==> src/rtl/xrsp_router.sv <==
// Purpose : response-side companion to the request arbiter; remembers who was granted, in order,
//           and steers each single-beat target response back to that initiator.
// Latency : routing is combinational (zero cycles); a pushed entry reaches the head one cycle later.
// Backpressure: a non-ready head initiator stalls the target (rsp_rdy=0); full tracking drops arb_en.
//
// Ports:
//   clk, rstn                 clock, synchronous active-low reset
//   gnt, gnt_acc, arb_en      arbiter grant vector, target accept strobe, arbiter enable (~full)
//   rsp_vld/rsp_rdy/rsp_data  response channel from the shared target
//   ini_rsp_vld/_rdy/_data    per-initiator response channels (data broadcast)
//   outstanding, err          tracked-entry count, sticky protocol-error flag
module xrsp_router #(
    parameter int N     = 4,
    parameter int DW    = 32,
    parameter int DEPTH = 8,
    parameter int IW    = $clog2(N),
    parameter int CW    = $clog2(DEPTH + 1)
) (
    input  logic          clk,
    input  logic          rstn,
    input  logic [N-1:0]  gnt,
    input  logic          gnt_acc,
    output logic          arb_en,
    input  logic          rsp_vld,
    output logic          rsp_rdy,
    input  logic [DW-1:0] rsp_data,
    output logic [N-1:0]  ini_rsp_vld,
    input  logic [N-1:0]  ini_rsp_rdy,
    output logic [DW-1:0] ini_rsp_data,
    output logic [CW-1:0] outstanding,
    output logic          err
);

    localparam int PW = (DEPTH > 1) ? $clog2(DEPTH) : 1;

    logic [IW-1:0] mem_q [DEPTH];
    logic [PW-1:0] wr_ptr_q, wr_ptr_d;
    logic [PW-1:0] rd_ptr_q, rd_ptr_d;
    logic [CW-1:0] count_q, count_d;
    logic          err_q, err_d;

    logic          empty, full;
    logic          gnt_onehot;
    logic [IW-1:0] gnt_idx;
    logic [IW-1:0] head;
    logic [N-1:0]  head_dec;
    logic          push, pop;

    assign empty = (count_q == '0);
    assign full  = (count_q == CW'(DEPTH));

    // x & (x-1) clears the lowest set bit; zero result on a non-zero x means exactly one bit set.
    assign gnt_onehot = (gnt != '0) && ((gnt & (gnt - N'(1))) == '0);

    always_comb begin
        gnt_idx = '0;
        for (int i = 0; i < N; i++) begin
            if (gnt[i]) begin
                gnt_idx = IW'(i);
            end
        end
    end

    // Head decode through a compare loop so a non-power-of-2 N never indexes past the vector.
    assign head = mem_q[rd_ptr_q];
    always_comb begin
        head_dec = '0;
        for (int i = 0; i < N; i++) begin
            head_dec[i] = (head == IW'(i));
        end
    end

    assign arb_en       = ~full;
    assign ini_rsp_vld  = (rsp_vld && !empty) ? head_dec : '0;
    assign ini_rsp_data = rsp_data;
    assign rsp_rdy      = !empty && |(ini_rsp_rdy & head_dec);
    assign outstanding  = count_q;
    assign err          = err_q;

    // No look-ahead: a full cycle never pushes even if the same cycle pops.
    assign push = gnt_acc && !full && gnt_onehot;
    assign pop  = rsp_vld && rsp_rdy;

    always_comb begin
        wr_ptr_d = wr_ptr_q;
        rd_ptr_d = rd_ptr_q;
        count_d  = count_q;
        err_d    = err_q;

        if (push) begin
            wr_ptr_d = (wr_ptr_q == PW'(DEPTH - 1)) ? '0 : wr_ptr_q + PW'(1);
        end
        if (pop) begin
            rd_ptr_d = (rd_ptr_q == PW'(DEPTH - 1)) ? '0 : rd_ptr_q + PW'(1);
        end

        case ({push, pop})
            2'b10:   count_d = count_q + CW'(1);
            2'b01:   count_d = count_q - CW'(1);
            default: count_d = count_q;
        endcase

        if ((gnt_acc && (!gnt_onehot || full)) || (rsp_vld && empty)) begin
            err_d = 1'b1;
        end
    end

    always_ff @(posedge clk) begin
        if (!rstn) begin
            wr_ptr_q <= '0;
            rd_ptr_q <= '0;
            count_q  <= '0;
            err_q    <= 1'b0;
        end else begin
            wr_ptr_q <= wr_ptr_d;
            rd_ptr_q <= rd_ptr_d;
            count_q  <= count_d;
            err_q    <= err_d;
        end
    end

    // Tracking storage carries no reset; only entries between the pointers are ever observed.
    always_ff @(posedge clk) begin
        if (rstn && push) begin
            mem_q[wr_ptr_q] <= gnt_idx;
        end
    end

endmodule

==> config.mk <==
export PLATFORM = sky130hd
export DESIGN_NAME = xrsp_router
export DESIGN_NICKNAME = d
export VERILOG_FILES = /design/src/rtl/xrsp_router.sv
export SDC_FILE = /design/constraint.sdc
export NUM_CORES = 1
export LEC_CHECK = 0
export BUFFER_PORTS_ARGS = -buffer_cell sky130_fd_sc_hd__clkbuf_2
export CORE_ASPECT_RATIO = 2
export CORE_MARGIN = 5
export CORE_UTILIZATION = 30
export CTS_CLUSTER_SIZE = 30
export DETAILED_ROUTE_END_ITERATION = 6
export HOLD_SLACK_MARGIN = 0.15
export PLACE_DENSITY_LB_ADDON = 0.25
export SETUP_SLACK_MARGIN = 0.2
export SLEW_MARGIN = 20
export SYNTH_ARGS = -nofsm -noshare
export SYNTH_HDL_FRONTEND = slang
export SYNTH_SLANG_ARGS = --single-unit
==> constraint.sdc <==
create_clock -name clk -period 4.9 [get_ports clk]
set_clock_uncertainty 0.2 [all_clocks]
set_input_delay 0.735 -clock clk [delete_from_list [all_inputs] [get_ports clk]]
set_output_delay 0.735 -clock clk [all_outputs]
set_load 0.02 [all_outputs]
Yosys cells after proc, flatten, opt, wreduce, memory -nomap -nowiden. Memory sizes are Yosys's and may differ from the RTL's. A register that Yosys moved wholly into a read port is not among the register bits. Cells that the tools add are included.

Memory bits (writable): 16. Bits in registers: 11. Input port bits: 44. Memories kept: 1.

Reductions and logical operators: 20. Bitwise logic cells: 3. Add/subtract/negate cells: 5. Eq/ne operators: 8. Multiplexer cells: 11.

Memory list: mem_q (depth 8, width 2, rd ports 1, clocked after memory_dff 1, wr ports 1, line 36) `logic [IW-1:0] mem_q [DEPTH];`.

Operators with widths (number): 3-bit 2-to-1 mux (4); 1-bit logical AND (9); 4-bit bitwise AND (2); 4-bit zero test (2); 4-bit one-hot mux with 2 select lines (1); 4-bit by 1-bit subtractor with 4-bit output (second input constant) (2); 3-bit by 1-bit adder with 3-bit output (second input constant) (2); 2-bit == test (second input constant) (3); 3-bit == test (second input constant) (2); 4-bit by 1-bit adder with 4-bit output (second input constant) (1); 2-bit by 1-bit == test with 1-bit output (second input constant) (2); 4-bit == test (second input constant) (1); 2-bit 2-to-1 mux (2); 4-bit 2-to-1 mux (1); 4-bit nonzero test (1); 4-bit OR reduction (1); 1-bit zero test (3); 1-bit 2-to-1 mux (3); 2-bit zero test (1); 1-bit logical OR (2); 2-bit nonzero test (1); 1-bit inverter (1).

Longest topological paths before layout.
Depth after elaboration: 8. Depth in mapped cells: 14.

Worst setup path after synthesis. OpenSTA, ideal clock, no wires.

Path type: flip-flop to flip-flop. Start point: register with a tool-made name. End point: register count_q[3] (netlist: outstanding[3]). Required time: 4640 ps. Setup time: 60 ps. Setup slack: 1726 ps. Arrival: 2914 ps. Buffers on the path: 2. Stages on the path, launching flop included: 15. Cell sequence: dfxtp_1 buf_2 mux2i_1 mux4_1 mux2i_1 mux2_4 nor2_1 ha_1 clkbuf_1 nand2b_1 o21ai_0 nand3b_1 or3_1 a32o_1 nand2_1.

RTL lines: end signal: assignment (line 117) `count_q <= count_d;`; end: declaration (line 39) `logic [CW-1:0] count_q, count_d;`.

==> flow_summary.ini <==
[outcome]
status = finished clean

[cts]
post-cts-setup-buffers = 0
holdBufCountCts = 0
ctsResizeCount = 0
h-tree-depth = 2
cts_tree = built
cts_root_buf = clkbuf_16
cts_sinks = 30
cts_buffers = 5
clk_latency_ns = 0.27
clk_pin_slew_ns = 0.05
clockBufferDepth = 2

[timing]
clock.fmax_ghz = 0.295
worst_pin_slew_ns = 0.825
timing_hold_violations_final = 0
period_share_pct = 69.1
post-route-min-period_ns = 3.39
grt_setup_unrepaired = false
setup_viol = 0
slew_headroom_pct = 44.5
timing.setup.tns_ns = 0
slew_violations = 0

[pwr]
seqPwrFrac_pct = 42.9
comb_power_share_pct = 15.2
p_sw_share_pct = 25.7
report.power.total_mw = 0.670
power.density_nw_per_um2 = 358
p_leak_nw = 0.727
vdd_drop_max_mv = 0.169
switchingPower_mw = 0.172
clkPwrFrac_pct = 41.9
p_int_mw = 0.498

[route]
drc = 0
final_antenna_net_count = 0
viasPerCell = 5.12
wl_per_cell_um = 15.5
dr_total_vias = 1187
drtIter0Drc = 24
drt_pre_antenna_iters = 4
finalWirelength_um = 3610

[worst_setup_path]
slowest_stage = mux4_1
crit_type = register to register
start_kind = register
path_cells = mux2i_1 > mux4_1 > mux2i_1 > mux2_4 > nor2_1 > ha_1 > nor4_1 > or4b_1 > nand4_1
crit_path_max_fanout = 9
cpPeakStageDelay_ns = 0.60
cp_num_buf_inv = 0
arrival_ns = 3.39
cp_top_family = multiplexers
r2r_cells = 9
cp_common_cell = mux2i_1
cp.required_ns = 4.91
rr_endpoint = outstanding[2]
end_kind = register
regToRegSetupSlack_ns = 1.51

[final_layout]
drive_gt1_share_pct = 20.7
nNetsFinal = 218
diodes = 0
final_area_um2 = 1870
final_common_cell = clkbuf_2
layout_common_cells = clkbuf_2 (22), nor2_1 (16), edfxtp_1 (16), dfxtp_1 (14), nand2_1 (10)
fin_cells = 232
nFillCells = 614
areaGrowthSynthToFinish_pct = 3.46

[yosys]
synthesis.area_um2 = 1810
syn_inst = 177
synth_seq_area_share_pct = 42.0
synth-warning-count = 0
post_synth_num_cell_types = 39
syn-num-nets = 227
synth-seq-cells = 30
syn_avg_cell_area_um2 = 10.2

[global_route]
grt_max_degree = 16
overflow = 0
grt_usage_pct = 10.0
antenna_found_initial = 0
grt_pass1_wl_um = 5800
grt_pass1_vias = 1185

[die]
rows = 40
core_area_um2 = 5960
dieArea_um2 = 7780
fp.dieH_um = 120
start_util_pct = 30.4
die_w_um = 64.9
io_pins = 87

[place]
routabilityCongestion = 0.694
placed_cell_area_um2 = 1730
port_buffers = 22
dp_cells = 224
hpwl_um = 2840

[worst_hold_path]
hold_class = register to register
min_delay_path_depth = 2
worstHoldStart = rd_ptr_q[2]

[run]
cap_violations = 0
## how the worst max path moves through the flow
stage / to / cells past startpoint
after detailed placement: outstanding[3] / 12
after global placement: outstanding[3] / 12
final: outstanding[2] / 9
after floorplan: outstanding[3] / 14
after global routing: outstanding[3] / 12
after CTS: outstanding[2] / 9
## through the flow
stage                     worst slack (ns)  util, %  hold WS (ns)
final                                 1.51     31.4         0.303
after floorplan                       1.73        -         0.268
after detailed placement              1.48     29.1         0.277
after global routing                  1.26     31.4         0.327
after CTS                             1.47     31.4         0.300
after global placement                1.50     29.1         0.272
## synthesized netlist by cell type
| cell | n | area, um2 |
|---|---|---|
| nand2b_1 | 1 | 6.26 |
| nor4_1 | 4 | 25.0 |
| and3_1 | 1 | 6.26 |
| edfxtp_1 | 16 | 480 |
| nor2_1 | 16 | 60.1 |
| o32ai_1 | 1 | 8.76 |
| o2111ai_1 | 1 | 8.76 |
| inv_2 | 1 | 3.75 |
| mux2_4 | 1 | 15.0 |
| nand3_1 | 7 | 35.0 |
| nor3_1 | 5 | 25.0 |
| nor4b_1 | 4 | 35.0 |
| mux2i_4 | 1 | 22.5 |
| or4_1 | 2 | 15.0 |
| ha_1 | 6 | 75.1 |
| mux4_1 | 3 | 78.8 |
| or4b_1 | 1 | 10.0 |
| inv_1 | 3 | 11.3 |
| mux2i_1 | 9 | 90.1 |
| a32o_1 | 1 | 10.0 |
| nand4_1 | 2 | 12.5 |
| nand2_1 | 10 | 37.5 |
| nand4b_1 | 1 | 8.76 |
| a21oi_1 | 6 | 30.0 |
| or2b_4 | 1 | 11.3 |
| nor3b_1 | 1 | 7.51 |
| or2_2 | 3 | 18.8 |
| xor2_1 | 3 | 26.3 |
| dfxtp_1 | 14 | 280 |
| clkbuf_1 | 5 | 18.8 |
| nor2b_1 | 2 | 12.5 |
| buf_2 | 1 | 5.00 |
| buf_4 | 32 | 240 |
| or3_1 | 2 | 12.5 |
| o21ai_0 | 5 | 25.0 |
| a221oi_1 | 1 | 8.76 |
| nand3b_1 | 2 | 15.0 |
| a211o_1 | 1 | 8.76 |
| a21o_1 | 1 | 7.51 |
## worst reg2reg max path, cell delays in order, from the launching register on
cell and delay [ns]:
dfxtp_1 0.52, mux2i_1 0.15, mux4_1 0.60, mux2i_1 0.17
mux2_4 0.33, nor2_1 0.10, ha_1 0.31, nor4_1 0.37
or4b_1 0.47, nand4_1 0.09
## cells by family after synthesis
| logic type | after synthesis | share of synthesized area, % |
|---|---|---|
| simple gates | 65 | 19.6 |
| xor+xnor | 3 | 1.45 |
| compound gates | 17 | 5.95 |
| mux | 14 | 11.4 |
| buf+inv | 42 | 15.4 |
| fa+ha+maj | 6 | 4.15 |
| flops | 30 | 42.0 |
## layout make-up
type                       count  area, um2  share of cell area [%]
multi-input combinational    105        769                    41.1
sequential                    30        761                    40.6
clock buffer                   6        129                    6.89
timing repair buffer          22        110                    5.88
tap                           63       78.8                    4.21
inverter                       4       15.0                   0.802
clock inverter                 2       8.76                   0.468
## power by group through the flow
stage	registers [mW]	clock network [mW]	logic, mW
floorplan	0.290	0	0.111
global placement	0.292	0	0.103
detailed placement	0.292	0	0.103
CTS	0.287	0.290	0.103
global route	0.289	0.304	0.112
finish	0.287	0.281	0.102
## sequential cells by signal, indices dropped and copies added, names as in the netlist, named ones only
signal and cells:
outstanding 4, wr_ptr_q 3, err 1, rd_ptr_q 3
mem_q 16
## per-layer routing
layer / GRT usage [%] / share of wire, %
met5: 0 / 0
met2: 17.8 / 53
met4: 7.81 / 4.4
met3: 2.34 / 5.2
met1: 9.48 / 37
No activity file was read; power rests on OpenSTA's default activity.
